<file path="config.mk">
export PLATFORM = sky130hd
export DESIGN_NAME = dmem_hs
export DESIGN_NICKNAME = d
export VERILOG_FILES = /design/src/rtl/dmem_hs.sv
export SDC_FILE = /design/constraint.sdc
export NUM_CORES = 2
export LEC_CHECK = 0
export ABC_AREA = 1
export BUFFER_PORTS_ARGS = -buffer_cell sky130_fd_sc_hd__buf_4
export CORE_MARGIN = 10
export CORE_UTILIZATION = 35
export CTS_CLUSTER_SIZE = 40
export DETAILED_ROUTE_END_ITERATION = 8
export HOLD_SLACK_MARGIN = 0.02
export PLACE_DENSITY = 0.51
export SLEW_MARGIN = 15
export SYNTH_ARGS = -nofsm -noshare
export SYNTH_HDL_FRONTEND = slang
export SYNTH_SLANG_ARGS = --single-unit
</file>
<file path="constraint.sdc">
create_clock -name i_clk_w -period 5 [get_ports i_clk_w]
set_input_delay 0.5 -clock i_clk_w [delete_from_list [all_inputs] [get_ports i_clk_w]]
set_output_delay 0.5 -clock i_clk_w [all_outputs]
set_load 0.1 [all_outputs]
</file>
<file path="src/rtl/dmem_hs.sv">
// ---------------------------------------------------------------------------
// dmem_hs - handshaked single-port data memory with byte/half/word access
//
// Accepts one load or store at a time through a req/ready handshake. After
// acceptance it waits LATENCY cycles, then completes in a single RESP cycle
// that carries o_done_w, o_err_w and (for loads) the extended read data.
// Lanes are little-endian. Misaligned, reserved-size or out-of-range
// accesses fault and leave memory untouched.
//
// Parameters
//   DEPTH_WORDS  number of 32-bit words (power of 2, 4..4096)
//   LATENCY      wait cycles per access (0..7)
//
// Ports
//   i_clk_w       clock, rising edge
//   i_rst_w       asynchronous active-high reset (memory array not cleared)
//   i_req_w       access request, sampled only in IDLE
//   o_ready_w     high in IDLE, request will be accepted on the next edge
//   i_we_w        1 = store, 0 = load
//   i_size_w      00 byte, 01 half, 10 word, 11 reserved (faults)
//   i_unsigned_w  1 = zero-extend loads, 0 = sign-extend
//   i_a_w         byte address
//   i_wd_w        store data, right-justified
//   o_rd_w        load data; zero outside RESP and for stores/faults
//   o_done_w      one-cycle completion pulse
//   o_err_w       fault flag, qualified by o_done_w
// ---------------------------------------------------------------------------
module dmem_hs #(
    parameter int DEPTH_WORDS = 64,
    parameter int LATENCY     = 1
) (
    input  logic        i_clk_w,
    input  logic        i_rst_w,
    input  logic        i_req_w,
    output logic        o_ready_w,
    input  logic        i_we_w,
    input  logic [1:0]  i_size_w,
    input  logic        i_unsigned_w,
    input  logic [31:0] i_a_w,
    input  logic [31:0] i_wd_w,
    output logic [31:0] o_rd_w,
    output logic        o_done_w,
    output logic        o_err_w
);

    localparam int AW = $clog2(DEPTH_WORDS);
    // Counter preload: WAIT lasts WAIT_INIT+1 cycles.
    localparam logic [2:0] WAIT_INIT = (LATENCY == 0) ? 3'd0 : 3'(LATENCY - 1);

    typedef enum logic [1:0] {
        S_IDLE,
        S_WAIT,
        S_RESP
    } state_t;

    state_t      state, state_nxt;
    logic [2:0]  cnt, cnt_nxt;
    logic        enter_resp;

    logic        we_q;
    logic [1:0]  size_q;
    logic        uns_q;
    logic [31:0] a_q;
    logic [31:0] wd_q;

    logic [31:0] rd_q;
    logic        err_q;

    logic        acc_we;
    logic [1:0]  acc_size;
    logic        acc_uns;
    logic [31:0] acc_a;
    logic [31:0] acc_wd;

    logic          fault;
    logic [AW-1:0] idx;
    logic [1:0]    off;
    logic [3:0]    be;
    logic [31:0]   wdata;
    logic [31:0]   word_rd;
    logic [31:0]   shifted;
    logic [31:0]   load_val;
    logic          do_write;

    logic [31:0] mem [DEPTH_WORDS];

    // With LATENCY=0 the access enters RESP on its accept edge, so the
    // commit must use the live inputs; otherwise it uses the captured copy.
    always_comb begin
        if (state == S_IDLE) begin
            acc_we   = i_we_w;
            acc_size = i_size_w;
            acc_uns  = i_unsigned_w;
            acc_a    = i_a_w;
            acc_wd   = i_wd_w;
        end else begin
            acc_we   = we_q;
            acc_size = size_q;
            acc_uns  = uns_q;
            acc_a    = a_q;
            acc_wd   = wd_q;
        end
    end

    // Next-state logic; enter_resp marks the edge that commits the access.
    always_comb begin
        state_nxt  = state;
        cnt_nxt    = cnt;
        enter_resp = 1'b0;
        o_ready_w  = 1'b0;
        o_done_w   = 1'b0;
        case (state)
            S_IDLE: begin
                o_ready_w = 1'b1;
                if (i_req_w) begin
                    if (LATENCY == 0) begin
                        state_nxt  = S_RESP;
                        enter_resp = 1'b1;
                    end else begin
                        state_nxt = S_WAIT;
                        cnt_nxt   = WAIT_INIT;
                    end
                end
            end
            S_WAIT: begin
                if (cnt == 3'd0) begin
                    state_nxt  = S_RESP;
                    enter_resp = 1'b1;
                end else begin
                    cnt_nxt = cnt - 3'd1;
                end
            end
            S_RESP: begin
                o_done_w  = 1'b1;
                state_nxt = S_IDLE;
            end
            default: state_nxt = S_IDLE;
        endcase
    end

    // Fault detection; with a power-of-2 depth, a[31:2] >= DEPTH_WORDS
    // reduces to any address bit above the word index being set.
    always_comb begin
        idx = acc_a[AW+1:2];
        off = acc_a[1:0];
        case (acc_size)
            2'b00:   fault = 1'b0;
            2'b01:   fault = acc_a[0];
            2'b10:   fault = (acc_a[1:0] != 2'b00);
            default: fault = 1'b1;
        endcase
        if (|acc_a[31:AW+2]) begin
            fault = 1'b1;
        end
    end

    // Lane enables and replicated write data so each lane sees its slice.
    always_comb begin
        case (acc_size)
            2'b00: begin
                be    = 4'b0001 << off;
                wdata = {4{acc_wd[7:0]}};
            end
            2'b01: begin
                be    = acc_a[1] ? 4'b1100 : 4'b0011;
                wdata = {2{acc_wd[15:0]}};
            end
            default: begin
                be    = 4'b1111;
                wdata = acc_wd;
            end
        endcase
    end

    // Load path: right-justify the addressed lanes, then extend.
    always_comb begin
        word_rd = mem[idx];
        shifted = word_rd >> {off, 3'b000};
        case (acc_size)
            2'b00:   load_val = acc_uns ? {24'd0, shifted[7:0]}
                                        : {{24{shifted[7]}}, shifted[7:0]};
            2'b01:   load_val = acc_uns ? {16'd0, shifted[15:0]}
                                        : {{16{shifted[15]}}, shifted[15:0]};
            default: load_val = word_rd;
        endcase
    end

    // Gated by reset so a zero-latency accept cannot write while resetting.
    assign do_write = enter_resp & acc_we & ~fault & ~i_rst_w;

    // Memory array has no reset; its contents survive i_rst_w.
    always_ff @(posedge i_clk_w) begin
        if (do_write) begin
            for (int i = 0; i < 4; i++) begin
                if (be[i]) begin
                    mem[idx][8*i +: 8] <= wdata[8*i +: 8];
                end
            end
        end
    end

    // State, captured request and response registers. rd/err are only
    // loaded on the edge into RESP and cleared on every other edge, so they
    // read as zero outside RESP.
    always_ff @(posedge i_clk_w or posedge i_rst_w) begin
        if (i_rst_w) begin
            state  <= S_IDLE;
            cnt    <= 3'd0;
            we_q   <= 1'b0;
            size_q <= 2'b00;
            uns_q  <= 1'b0;
            a_q    <= 32'd0;
            wd_q   <= 32'd0;
            rd_q   <= 32'd0;
            err_q  <= 1'b0;
        end else begin
            state <= state_nxt;
            cnt   <= cnt_nxt;
            if (state == S_IDLE && i_req_w) begin
                we_q   <= i_we_w;
                size_q <= i_size_w;
                uns_q  <= i_unsigned_w;
                a_q    <= i_a_w;
                wd_q   <= i_wd_w;
            end
            if (enter_resp) begin
                err_q <= fault;
                rd_q  <= (fault || acc_we) ? 32'd0 : load_val;
            end else begin
                err_q <= 1'b0;
                rd_q  <= 32'd0;
            end
        end
    end

    assign o_rd_w  = rd_q;
    assign o_err_w = err_q;

endmodule

</file>
==> results.toml <==
[outcome]
status = "finished clean"

[placed_design]
postPlaceCellArea_mm2 = 0.09203
dp_slack_ns = 0.5234
place.gp.congestion = 0.8476
hpwlAfterDp_um = 171900
io_buffers = 105

[worst_setup_path]
crit_type = "reg -> reg"
reg2reg_slack_ns = 0.43
crit_path_end_kind = "flip-flop"
crit_chain = "nor2_4 > buf_4 > nand2_1 > o21ai_4 > nor2_4 > nand2_8 > inv_1 > nand2_1 > nor2_1"
cpMaxStageDelayCell = "nor2_1"
r2r_cells = 9
cp.arrival_ns = 5.02
worstSetupEndpoint = "mem[20][17]"
crit_fanout = 29
r2r-start = "state[0]"
cp-start-kind = "flip-flop"
crit_required_ns = 5.45
worstReg2RegEnd = "mem[20][17]"
worstSetupStartpoint = "state[0]"
max_stage_delay_ns = 1.09

[clocking]
ctsLongestPathBuffers = 3
clock_sinks = 2154
cts_buffers = 220
cts-root-buf = "clkbuf_16"
clk_transition_reported_paths_ns = 0.06
tritoncts = "yes"
htreeDepth = 4
post_cts_buffers = 0
worstSkewPairLatency_ns = 0.88

[timing]
hold_viol = 0
fin_skew_ns = 0.06047
setup_viol = 0
rsz0062_at_grt = "no"
fmax_mhz = 218.8
tightest_slew_ns = 1.217
max-slew-margin-rel = 0.1857
finalSetupTns_ns = 0
min_period_over_period = 0.9140
final.min_clock_period_ns = 4.570
setup_slack_ns = 0.4299
slew_viol_final = 0

[pwr]
pwr_density_cell_mw_per_mm2 = 726.0
peakVddDrop_v = 0.0007130
leakage_nw = 35.17

[final_layout]
fin_nets = 7580
multi_input_area_mm2 = 0.01991
final_area_mm2 = 0.09960
fillers = 22920
syn_to_final_growth_pct = 16.00
drive_gt1_frac = 0.1046
final_common_cell = "nor2_1"
layout_common_cells = "2,132 x nor2_1, 2,048 x edfxtp_1, 1,246 x nand2_1"
regArea_mm2 = 0.06415

[logic_synthesis]
synthCells = 7188
synth.top_cells.by_area = "edfxtp_1 72%, nor2_1 9.3%, nand2_1 5.5%, dfrtp_1 3.1%, o21ai_0 1.8%"
synth-seq-cells = 2154
ys_warn_count = 0
synthDistinctLibCells = 41
syn-cell-area_mm2 = 0.08586
yosys.area.top_type = "edfxtp_1"
ys_seq_area_frac = 0.7472
syn_avg_cell_area_um2 = 11.94
synth.top_cell.area_share = 0.7163
synth_fp_nets = 7261

[grt]
grt_pass1_wl_um = 402600
antenna_found_initial = 14
grt_max_degree = 110
grt_remaining_overflow = 0
grt_pass1_vias = 55290
track_usage = 0.2066

[drt]
ant_nets = 0
drc = 0
wire_per_inst_um = 25.98
vias_per_cell = 5.222
first_iter_violations = 6356
routed_wl_um = 283000
firstDrtPassIters = 6
via_count = 56880

[die]
initial_core_util = 0.3523
die_h_um = 515.3
core-area_mm2 = 0.2437
dieArea_mm2 = 0.2655
die_w_um = 515.3
rows = 181
io_pins = 106

[flow_run]
drv_cap = 0

[worst_hold_path]
hp-class = "in -> reg"
## cell families (layout without fill, tap and decap cells)
group	Yosys count	after routing	share of synthesized area
buf+inv	495	995	0.02763
compound gates	821	821	0.05491
other cells	0	3	0
simple gates	3716	3716	0.1700
fa+ha+maj	2	2	0.0002914
flops	2154	2154	0.7472
## what timing repair did
| item | CTS | global route |
|---|---|---|
| resized for setup | 0 | 0 |
| setup endpoints to repair | 0 | 0 |
| hold buffers | 69 | 0 |
| endpoints found under the hold margin | 134 | 0 |
## sequential cells by signal (all words and copies together), names as in the netlist
register	count
a_q	32
cnt	3
mem	2048
o_err_w	1
o_rd_w	32
size_q	2
state	2
uns_q	1
wd_q	32
we_q	1
## power breakdown
group | internal [mW] | switching, mW | leakage (nW) | total (mW)
Combinational | 6.51 | 24.2 | 11.9 | 30.7
Clock | 8.79 | 7.10 | 3.34 | 15.9
Sequential | 25.5 | 0.154 | 19.9 | 25.7
Total | 40.8 | 31.5 | 35.2 | 72.3
## worst min-delay path by stage
| stage | startpoint | to | slack (ns) | depth (start not counted) |
|---|---|---|---|---|
| after global placement | wd_q[11] | wd_q[11] | 0.46 | 2 |
| after CTS | i_a_w[10] | a_q[10] | 0.32 | 4 |
| after floorplan | wd_q[23] | wd_q[23] | 0.44 | 2 |
| after global routing | i_a_w[8] | a_q[8] | 0.36 | 4 |
| final | i_a_w[8] | a_q[8] | 0.37 | 4 |
| after detailed placement | a_q[9] | a_q[9] | 0.47 | 2 |
## cells in the mapped netlist (all sizes together)
cell type  count
nor2        2143
edfxtp      2048
nand2       1264
o21ai        463
buf          259
nand3        177
o22ai        142
clkbuf       120
inv          116
a21oi        110
nand4        107
dfrtp        106
o22a          53
o31ai         17
o221ai        13
nor4          10
o211ai        10
nor3           9
o21a           8
a21bo          4
nand3b         3
ha             2
or2            2
a32oi          1
and3           1
## metal layers
layer	vias up	global-route usage	share of wire
met5	-	0	0.00089
met4	10	0.06761	0.036
met3	487	0.04427	0.078
met2	2138	0.3327	0.46
met1	28630	0.2786	0.42
li1	25620	-	-
## cell type report
cell class | count | area share
flip-flops and latches | 2154 | 0.6441
multi-input cells | 4539 | 0.1999
clock buffers | 284 | 0.05893
repair buffers | 476 | 0.04239
well taps | 3202 | 0.04023
clock inverters | 119 | 0.01001
inverters | 116 | 0.004397
diodes | 3 | 0.00007538
## through the flow
step	power, mW	hold WS (ns)	utilization	instances
finish	72.31	0.3748	0.4087	10890
global route	75.37	0.3585	0.4087	10890
CTS	72.40	0.3167	0.4087	10890
detailed placement	56.55	0.4673	0.3777	10420
global placement	56.34	0.4645	0.3777	10420
floorplan	42.70	0.4436	-	7188
## worst max-delay path, delay by kind of cell (launching register included)
family | cells | cell delay, ns
compound gates | 1 | 0.12
buf+inv | 2 | 0.53
flops | 1 | 0.42
simple gates | 6 | 3.04
(Power assumes the default switching activity.)
